## config.mk

```make
export PLATFORM = sky130hd
export DESIGN_NAME = simd_result_collector_flat
export DESIGN_NICKNAME = d
export VERILOG_FILES = /design/src/rtl/simd_result_collector_pkg.sv /design/src/rtl/simd_result_collector_if.sv /design/src/rtl/simd_result_collector_result_fifo.sv /design/src/rtl/simd_result_collector.sv /design/src/flat_wrapper.sv
export SDC_FILE = /design/constraint.sdc
export NUM_CORES = 1
export LEC_CHECK = 0
export BUFFER_PORTS_ARGS = -buffer_cell sky130_fd_sc_hd__buf_2
export CORE_MARGIN = 2
export CORE_UTILIZATION = 40
export CTS_BUF_LIST = sky130_fd_sc_hd__clkbuf_16
export DETAILED_ROUTE_END_ITERATION = 8
export PLACE_DENSITY = 0.64
export SKIP_LAST_GASP = 1
export SLEW_MARGIN = 10
export SYNTH_ARGS = -nofsm -noshare
export SYNTH_HDL_FRONTEND = slang
export SYNTH_SLANG_ARGS = --single-unit
```

## constraint.sdc

```tcl
create_clock -name clk -period 8.6 [get_ports clk]
set_input_delay 1.29 -clock clk [delete_from_list [all_inputs] [get_ports clk]]
set_output_delay 1.29 -clock clk [all_outputs]
set_load 0.02 [all_outputs]
```

## src/rtl/simd_result_collector_pkg.sv

```systemverilog
// rtl/simd_result_collector_pkg.sv - shared constants and entry word order
// Contents: lane count, words per entry, default word width and the table
// that maps an out_index to its source lane and result/extra selection.
package simd_result_collector_pkg;

  localparam int LANES           = 4;
  localparam int WORDS_PER_ENTRY = 8;
  localparam int DEFAULT_WIDTH   = 32;

  typedef struct packed {
    logic [1:0] lane;
    logic       is_ext;
  } word_src_t;

  // out_index 0..7 -> res0, ext0, res1, ext1, res2, ext2, res3, ext3
  localparam word_src_t WORD_ORDER [WORDS_PER_ENTRY] = '{
    '{lane: 2'd0, is_ext: 1'b0},
    '{lane: 2'd0, is_ext: 1'b1},
    '{lane: 2'd1, is_ext: 1'b0},
    '{lane: 2'd1, is_ext: 1'b1},
    '{lane: 2'd2, is_ext: 1'b0},
    '{lane: 2'd2, is_ext: 1'b1},
    '{lane: 2'd3, is_ext: 1'b0},
    '{lane: 2'd3, is_ext: 1'b1}
  };

endpackage

```

## src/rtl/simd_result_collector_if.sv

```systemverilog
// rtl/simd_result_collector_if.sv - capture inputs, word stream and status bundle
// Signals: procc_done/res0..3/ext0..3 (capture side), out_data/out_valid/
// out_ready/out_last/out_index (word stream), full/empty/count/overflow (status).
// slave = the collector, master = the producer/consumer environment.
interface simd_result_collector_if
  import simd_result_collector_pkg::*;
#(
  parameter int WIDTH = DEFAULT_WIDTH,
  parameter int DEPTH = 4
);

  logic                     procc_done;
  logic [WIDTH-1:0]         res0, res1, res2, res3;
  logic [WIDTH-1:0]         ext0, ext1, ext2, ext3;
  logic [WIDTH-1:0]         out_data;
  logic                     out_valid;
  logic                     out_ready;
  logic                     out_last;
  logic [2:0]               out_index;
  logic                     full;
  logic                     empty;
  logic [$clog2(DEPTH):0]   count;
  logic                     overflow;

  modport master (
    output procc_done, res0, res1, res2, res3, ext0, ext1, ext2, ext3, out_ready,
    input  out_data, out_valid, out_last, out_index, full, empty, count, overflow
  );

  modport slave (
    input  procc_done, res0, res1, res2, res3, ext0, ext1, ext2, ext3, out_ready,
    output out_data, out_valid, out_last, out_index, full, empty, count, overflow
  );

endinterface

```

## src/rtl/simd_result_collector_result_fifo.sv

```systemverilog
// rtl/simd_result_collector_result_fifo.sv - entry storage with pointers and count
// Ports: clk, reset (async, active-high), wr_en/wr_data (one whole entry),
// pop (retire head entry), head_data, full, empty, count.
// The caller never writes when full nor pops when empty.
module simd_result_collector_result_fifo
  import simd_result_collector_pkg::*;
#(
  parameter int DEPTH = 4,
  parameter int EW    = WORDS_PER_ENTRY * DEFAULT_WIDTH
) (
  input  logic                   clk,
  input  logic                   reset,
  input  logic                   wr_en,
  input  logic [EW-1:0]          wr_data,
  input  logic                   pop,
  output logic [EW-1:0]          head_data,
  output logic                   full,
  output logic                   empty,
  output logic [$clog2(DEPTH):0] count
);

  localparam int AW = $clog2(DEPTH);
  localparam int CW = AW + 1;

  logic [EW-1:0] mem_q [DEPTH];
  logic [AW-1:0] wr_ptr_q, wr_ptr_d;
  logic [AW-1:0] rd_ptr_q, rd_ptr_d;
  logic [CW-1:0] count_q, count_d;

  // Storage carries no reset; reset discards entries through the pointers.
  always_ff @(posedge clk) begin
    if (wr_en) mem_q[wr_ptr_q] <= wr_data;
  end

  always_comb begin
    wr_ptr_d = wr_ptr_q;
    rd_ptr_d = rd_ptr_q;
    count_d  = count_q;
    if (wr_en) wr_ptr_d = wr_ptr_q + AW'(1);
    if (pop)   rd_ptr_d = rd_ptr_q + AW'(1);
    case ({wr_en, pop})
      2'b10:   count_d = count_q + CW'(1);
      2'b01:   count_d = count_q - CW'(1);
      default: count_d = count_q;
    endcase
  end

  always_ff @(posedge clk or posedge reset) begin
    if (reset) begin
      wr_ptr_q <= '0;
      rd_ptr_q <= '0;
      count_q  <= '0;
    end else begin
      wr_ptr_q <= wr_ptr_d;
      rd_ptr_q <= rd_ptr_d;
      count_q  <= count_d;
    end
  end

  assign head_data = mem_q[rd_ptr_q];
  assign full      = (count_q == CW'(DEPTH));
  assign empty     = (count_q == '0);
  assign count     = count_q;

endmodule

```

## src/rtl/simd_result_collector.sv

```systemverilog
// rtl/simd_result_collector.sv - capture lane results on done, stream entries as words
// Ports: clk, reset (async, active-high), bus (slave modport of
// simd_result_collector_if carrying capture inputs, word stream and status).
module simd_result_collector
  import simd_result_collector_pkg::*;
#(
  parameter int DEPTH = 4,
  parameter int WIDTH = DEFAULT_WIDTH
) (
  input  logic                   clk,
  input  logic                   reset,
  simd_result_collector_if.slave bus
);

  localparam int EW = WORDS_PER_ENTRY * WIDTH;

  logic             done_q, done_d;
  logic             overflow_q, overflow_d;
  logic [2:0]       widx_q, widx_d;
  logic             capture, wr_en, xfer, pop;
  logic             full, empty;
  logic [EW-1:0]    entry, head_data;
  logic [WIDTH-1:0] res_w [LANES];
  logic [WIDTH-1:0] ext_w [LANES];

  assign res_w[0] = bus.res0;
  assign res_w[1] = bus.res1;
  assign res_w[2] = bus.res2;
  assign res_w[3] = bus.res3;
  assign ext_w[0] = bus.ext0;
  assign ext_w[1] = bus.ext1;
  assign ext_w[2] = bus.ext2;
  assign ext_w[3] = bus.ext3;

  // Only the rising edge captures, so a long done level yields one entry.
  assign capture = bus.procc_done & ~done_q;
  // Fullness is judged before this cycle's pop: a slot freed now is not reusable yet.
  assign wr_en   = capture & ~full;
  assign xfer    = ~empty & bus.out_ready;
  assign pop     = xfer & (widx_q == 3'd7);

  always_comb begin
    entry = '0;
    for (int i = 0; i < WORDS_PER_ENTRY; i++) begin
      entry[i*WIDTH +: WIDTH] = WORD_ORDER[i].is_ext ? ext_w[WORD_ORDER[i].lane]
                                                     : res_w[WORD_ORDER[i].lane];
    end
  end

  simd_result_collector_result_fifo #(
    .DEPTH (DEPTH),
    .EW    (EW)
  ) u_fifo (
    .clk       (clk),
    .reset     (reset),
    .wr_en     (wr_en),
    .wr_data   (entry),
    .pop       (pop),
    .head_data (head_data),
    .full      (full),
    .empty     (empty),
    .count     (bus.count)
  );

  always_comb begin
    done_d     = bus.procc_done;
    overflow_d = overflow_q | (capture & full);
    widx_d     = xfer ? widx_q + 3'd1 : widx_q;
  end

  always_ff @(posedge clk or posedge reset) begin
    if (reset) begin
      done_q     <= 1'b0;
      overflow_q <= 1'b0;
      widx_q     <= 3'd0;
    end else begin
      done_q     <= done_d;
      overflow_q <= overflow_d;
      widx_q     <= widx_d;
    end
  end

  assign bus.out_valid = ~empty;
  assign bus.out_data  = empty ? '0 : head_data[int'(widx_q)*WIDTH +: WIDTH];
  assign bus.out_index = widx_q;
  assign bus.out_last  = ~empty & (widx_q == 3'd7);
  assign bus.full      = full;
  assign bus.empty     = empty;
  assign bus.overflow  = overflow_q;

endmodule

```

## src/flat_wrapper.sv

```systemverilog
// flat-port wrapper written by rule: the top's interface ports become plain ports
module simd_result_collector_flat import simd_result_collector_pkg::*;
#(
  parameter int DEPTH = 4,
  parameter int WIDTH = DEFAULT_WIDTH
)
  (clk, reset, bus_procc_done, bus_res0, bus_res1, bus_res2, bus_res3, bus_ext0, bus_ext1, bus_ext2, bus_ext3, bus_out_ready, bus_out_data, bus_out_valid, bus_out_last, bus_out_index, bus_full, bus_empty, bus_count, bus_overflow);
  simd_result_collector_if #(.WIDTH(WIDTH), .DEPTH(DEPTH)) bus_i ();
  input  logic clk;
  input  logic reset;
  input wire logic [$bits(bus_i.procc_done)-1:0] bus_procc_done;
  input wire logic [$bits(bus_i.res0)-1:0] bus_res0;
  input wire logic [$bits(bus_i.res1)-1:0] bus_res1;
  input wire logic [$bits(bus_i.res2)-1:0] bus_res2;
  input wire logic [$bits(bus_i.res3)-1:0] bus_res3;
  input wire logic [$bits(bus_i.ext0)-1:0] bus_ext0;
  input wire logic [$bits(bus_i.ext1)-1:0] bus_ext1;
  input wire logic [$bits(bus_i.ext2)-1:0] bus_ext2;
  input wire logic [$bits(bus_i.ext3)-1:0] bus_ext3;
  input wire logic [$bits(bus_i.out_ready)-1:0] bus_out_ready;
  output wire logic [$bits(bus_i.out_data)-1:0] bus_out_data;
  output wire logic [$bits(bus_i.out_valid)-1:0] bus_out_valid;
  output wire logic [$bits(bus_i.out_last)-1:0] bus_out_last;
  output wire logic [$bits(bus_i.out_index)-1:0] bus_out_index;
  output wire logic [$bits(bus_i.full)-1:0] bus_full;
  output wire logic [$bits(bus_i.empty)-1:0] bus_empty;
  output wire logic [$bits(bus_i.count)-1:0] bus_count;
  output wire logic [$bits(bus_i.overflow)-1:0] bus_overflow;
  assign bus_i.procc_done = bus_procc_done;
  assign bus_i.res0 = bus_res0;
  assign bus_i.res1 = bus_res1;
  assign bus_i.res2 = bus_res2;
  assign bus_i.res3 = bus_res3;
  assign bus_i.ext0 = bus_ext0;
  assign bus_i.ext1 = bus_ext1;
  assign bus_i.ext2 = bus_ext2;
  assign bus_i.ext3 = bus_ext3;
  assign bus_i.out_ready = bus_out_ready;
  assign bus_out_data = bus_i.out_data;
  assign bus_out_valid = bus_i.out_valid;
  assign bus_out_last = bus_i.out_last;
  assign bus_out_index = bus_i.out_index;
  assign bus_full = bus_i.full;
  assign bus_empty = bus_i.empty;
  assign bus_count = bus_i.count;
  assign bus_overflow = bus_i.overflow;
  simd_result_collector #(.DEPTH(DEPTH), .WIDTH(WIDTH)) u_core (.clk(clk), .reset(reset), .bus(bus_i));
endmodule
```

### Word-level counts from Yosys, hierarchy flattened

Memory sizes are Yosys's and may differ from the RTL's.
Cells that the tools add are included.

| cells by class | value |
|---|---|
| $add $sub $neg | 5 |
| $mul | 0 |
| div/mod/pow operators | 0 |
| order comparisons | 0 |
| equality and inequality tests | 4 |
| shift operators | 1 |
| mux-type cells | 4 |
| bitwise logic cells | 10 |
| reductions and logical operators | 2 |

Operators by type and width:

| operator | number |
|---|---|
| indexed part select 256 x 9 -> 32 bit | 1 |
| 2-to-1 mux 32 bit | 1 |
| adder 3 x 1 -> 3 bit, second input constant | 2 |
| bitwise AND 1 bit | 6 |
| == test 3 bit, second input constant | 2 |
| case mux 3 bit (2 select lines) | 1 |
| adder 2 x 1 -> 2 bit, second input constant | 2 |
| zero test 3 bit | 1 |
| NOT 1 bit | 3 |
| subtractor 3 x 1 -> 3 bit, second input constant | 1 |
| == test 2 x 1 -> 1 bit, second input constant | 1 |
| == test 2 bit, second input constant | 1 |
| 2-to-1 mux 1 bit | 2 |
| nonzero test 2 bit | 1 |
| OR 1 bit | 1 |

| word-level totals | value |
|---|---|
| flip-flop bits (word level) | 12 |
| latch bits | 0 |
| bits in writable memories | 1024 |
| bits in read-only memories | 0 |
| input bits | 260 |
| output and inout port bits | 43 |
| logic and storage cells | 33 |
| memories kept | 1 |

Memory list:

| name | words | width | read ports | clocked after Yosys merged registers in | wr ports | RTL line | text |
|---|---|---|---|---|---|---|---|
| u_core.u_fifo.mem_q | 4 | 256 | 1 | 0 | 1 | simd_result_collector_result_fifo.sv:25 | `logic [EW-1:0] mem_q [DEPTH];` |

### Logic depth before layout (Yosys ltp)

| depth | value |
|---|---|
| word-level depth | 6 |
| depth in mapped cells | 10 |

### Hierarchy

A second synthesis with hierarchy kept.

| second synthesis, totals | value |
|---|---|
| cell total of the unflattened synthesis | 1543 |
| area, all modules | 40067.2 µm² |

Modules (own cells, without submodules):

| module | times used | cells each | area each (µm²) | seq. area each (µm²) |
|---|---|---|---|---|
| simd_result_collector_result_fifo | 1 | 1375 | 37788.7 | 30924.7 |
| simd_result_collector | 1 | 168 | 2278.4 | 125.1 |

### Worst setup path after synthesis

No wires, ideal clock.

| path | value |
|---|---|
| kind | input-to-reg |
| from | input bus_procc_done |
| to | memory u_core.u_fifo.mem_q[2][0] (netlist bit) (enable) |
| library setup time | 0.649 ns |
| arrival | 7.462 ns |
| setup slack | 0.489 ns |
| stages on the path | 2 |
| path buffers | 0 |
| path through | nor3b_2 > and2_1 |

| between the ends | value |
|---|---|
| word-level cells in the longest chain between the ends | 4 |

RTL lines:

| what | RTL line | text |
|---|---|---|
| from (decl) | flat_wrapper.sv:11 | `input wire logic [$bits(bus_i.procc_done)-1:0] bus_procc_done;` |
| bitwise AND 1 bit | simd_result_collector.sv:36 | `assign capture = bus.procc_done & ~done_q;` |
| bitwise AND 1 bit | simd_result_collector.sv:38 | `assign wr_en = capture & ~full;` |
| 2-to-1 mux 1 bit | simd_result_collector_result_fifo.sv:32 | `if (wr_en) mem_q[wr_ptr_q] <= wr_data;` |
| 2-to-1 mux 1 bit (implied by the code) | simd_result_collector_result_fifo.sv:32 |  |
| to (decl) | simd_result_collector_result_fifo.sv:25 |  |

Every way passes these cells.

### Final worst setup path

| path | value |
|---|---|
| from | register u_core.u_fifo.rd_ptr_q[1] |
| to | output bus_out_data[20] |

| between the ends | value |
|---|---|
| word-level cells in the longest chain between the ends | 3 |

RTL lines:

| what | RTL line | text |
|---|---|---|
| from (decl) | simd_result_collector_result_fifo.sv:27 | `logic [AW-1:0] rd_ptr_q, rd_ptr_d;` |
| from (signal assigned) | simd_result_collector_result_fifo.sv:55 | `rd_ptr_q <= rd_ptr_d;` |
| memory (4 x 256 bit) | n/a |  |
| indexed part select 256 x 9 -> 32 bit | simd_result_collector.sv:84 | `assign bus.out_data = empty ? '0 : head_data[int'(widx_q)*WIDTH +: WIDTH];` |
| 2-to-1 mux 32 bit | simd_result_collector.sv:84 |  |
| to (decl) | flat_wrapper.sv:21 | `output wire logic [$bits(bus_i.out_data)-1:0] bus_out_data;` |

Every way passes these cells.

==> impl_metrics.ini <==
[outcome]
outcome = complete, no violations

[placement]
io_buffers = 302
dp_cells = 3214
gp_congestion = 0.747
dpl_worst_slack_ns = 4.03
place_hpwl_um = 55900

[synthesis]
yosysWarnings = 0
yosysTopAreaCell = edfxtp_1
synth_top_family_by_area = multiplexers
yosys.area_share.adder_pct = 0.270
synth_nets = 1969
synthCells = 1701
ys_top_cells_by_area = edfxtp_1, mux4_2, mux2i_1
synth_flop_cell = edfxtp_1
synth_edf_count = 1024
yosys.cell_count.top_type = edfxtp_1
muxShareOfSynthArea_pct = 16.0
synthXorXnorAreaFrac_pct = 0.154
synth_top_area_share_pct = 77.0
syn_area_sq_mm = 0.0399
async_reset_ff_share_pct = 1.16
ys_ff_latch = 1036
synth.avg_cell_area_sq_um = 23.5
synth_compound_area_share_pct = 3.42
synth_seq_area_share_pct = 77.8
synth_common_cells = edfxtp_1, mux4_2, mux2i_1
synth_simple_gate_area_share_pct = 0.367
synth.distinct_cells = 38

[final_layout]
drive_above_1_share_pct = 35.0
multiInputGateArea_sq_mm = 0.00811
fill_cells = 8070
nets = 2300
regArea_sq_mm = 0.0311
areaGrowthSynthToFinish_pct = 15.3
final_cells = 3426

[critical_path]
required_ns = 7.31
crit_arrival_ns = 3.97
crit_path_end_kind = output port
path_class = flop to output port
reg2reg_from = u_core.u_fifo.count[1]
start_kind = flop
cp_max_fo = 61
timing.rr.end = u_core.u_fifo.mem_q[2][101]
rrSetupSlack_ns = 5.05
crit_slowest_cell = buf_4
path_cells = buf_4 -> mux4_2 -> mux2i_1 -> a221o_1 -> a31oi_1 -> buf_2
cpPeakStageDelay_ns = 0.82
ff2ff_path_depth = 5

[run]
maxCapViolCount = 0

[drt]
drt_iter0_markers = 1736
drc = 0
drt_wl_total_um = 92000
first_pass_iters = 5
vias = 18800
wl_per_cell_um = 26.9
ant_nets = 0
via_per_inst = 5.48

[die]
fp.coreArea_sq_mm = 0.0987
ios = 303
fp.dieW_um = 320
fp-row-count = 115
die_y_um = 320
die_area_sq_mm = 0.102
start_util_pct = 40.4

[timing]
finalSetupTns_ns = 0
setup_viol = 0
rsz0062_at_grt = false
period_needed_ns = 5.26
tightestPinTransition_ns = 1.16
fmax_mhz = 190
skew_ns = 0.0278
drv_slew = 0
setup_ws_ns = 3.34
period_share_pct = 61.2
slew_headroom_pct = 22.8
hold_viol = 0

[power_and_ir_drop]
p_leak_nw = 15.2
powerDensity_mw_per_mm2 = 334
ir_drop_uv = 298

[hold_path]
min_from = u_core.bus.overflow
min_path_cells = 1
hold_end = u_core.bus.overflow
hp-class = flop to flop

[clock_tree]
cts_buffer_depth = 3
cts_setup_buffers = 0
cts_hold_buf = 0
cts_tree = done
clock-sinks = 1036
clock_latency_ns = 0.67
ctsResizeCount = 0
clk_pin_slew_ns = 0.06
cts_buffers = 103
cts_root_buf = clkbuf_16
htree_levels = 3

[grt]
grt_usage_pct = 17.9
first_global_vias = 19200
antenna_found_initial = 83
grt_max_degree = 139
grt_pass1_wl_um = 133000
grt-ovfl-total = 0
-- routing by layer --
metal | GRT usage, % | vias to the layer above | wire length [um]
met4 | 5.46 | 82 | 1950
met1 | 23.4 | 9825 | 36900
li1 | - | 8030 | -
met2 | 27.4 | 659 | 43100
met3 | 7.26 | 194 | 9470
met5 | 0 | - | 499
-- through the flow --
stage	hold slack [ns]	total power [mW]	util, %	instance area (sq um)
detailed placement	0.488	11.2	43.2	42600
global route	0.514	16.0	46.6	46000
global placement	0.447	11.1	43.2	42600
finish	0.498	15.3	46.6	46000
floorplan	0.534	9.89	-	39900
CTS	0.501	15.5	46.6	46000
-- power breakdown --
part / internal [mW] / switching, mW
Combinational: 1.88 / 2.69
Sequential: 6.15 / 0.261
Clock: 2.56 / 1.82
Total: 10.6 / 4.77
-- state kept, by name, summed over array words and instances, names as in the netlist --
name / flops
u_core.u_fifo.mem_q: 1024
u_core.u_fifo.rd_ptr_q: 2
u_core.u_fifo.count: 3
u_core.done_q: 1
u_core.bus.overflow: 1
u_core.bus.out_index: 3
u_core.u_fifo.wr_ptr_q: 2
-- layout make-up --
class                   instances  share of cell area [%]
inverters                      10                  0.0925
flip-flops and latches       1036                    67.5
diodes                         22                   0.120
clock buffers                 106                    5.76
clock inverters                84                    1.52
well taps                    1287                    3.50
multi-input cells             555                    17.6
repair buffers                326                    3.87
-- cells by family after synthesis --
group | count (synthesis)
flops | 1036
fa+ha+maj | 8
xor+xnor | 7
simple gates | 26
mux | 356
buf+inv | 110
compound gates | 158
-- critical path: cells and delay by family (launching register included) --
kind | cells | cell delay, ns
flip-flops | 1 | 0.81
AO/OA/AOI/OAI | 2 | 0.89
buffers and inverters | 2 | 1.08
multiplexers | 2 | 0.46
-- cells in the final DEF (no fill, tap or decap), types with 7 or more instances in the layout --
master | Yosys | layout
edfxtp_1 | 1024 | 1024
buf_2 | 28 | 302
mux4_2 | 217 | 217
mux2i_1 | 129 | 129
clkbuf_16 | 0 | 106
inv_1 | 6 | 32
a22oi_1 | 32 | 32
a221o_1 | 32 | 32
a31oi_1 | 32 | 32
a221oi_2 | 27 | 27
o21ai_1 | 27 | 27
diode_2 | 0 | 22
clkinv_2 | 0 | 19
clkinv_1 | 0 | 17
buf_4 | 10 | 17
bufinv_16 | 0 | 11
nand2_1 | 8 | 8
dfrtp_1 | 12 | 8
mux4_1 | 7 | 7
ha_1 | 7 | 7
buf_12 | 8 | 7
-- how the worst max path moves through the flow --
stage                         startpoint                         to  slack (ns)  depth (start not counted)
5_1_grt        u_core.u_fifo.rd_ptr_q[0]           bus_out_data[17]        3.12                          6
3_3_place_gp   u_core.u_fifo.rd_ptr_q[1]           bus_out_data[20]        4.02                          6
4_1_cts          u_core.bus.out_index[0]            bus_out_data[3]        3.31                          6
3_5_place_dp     u_core.bus.out_index[0]            bus_out_data[3]        4.03                          6
6_report       u_core.u_fifo.rd_ptr_q[1]           bus_out_data[20]        3.34                          6
2_1_floorplan             bus_procc_done  u_core.u_fifo.mem_q[2][0]        0.49                          2
No activity file was read; power rests on OpenSTA's default activity.
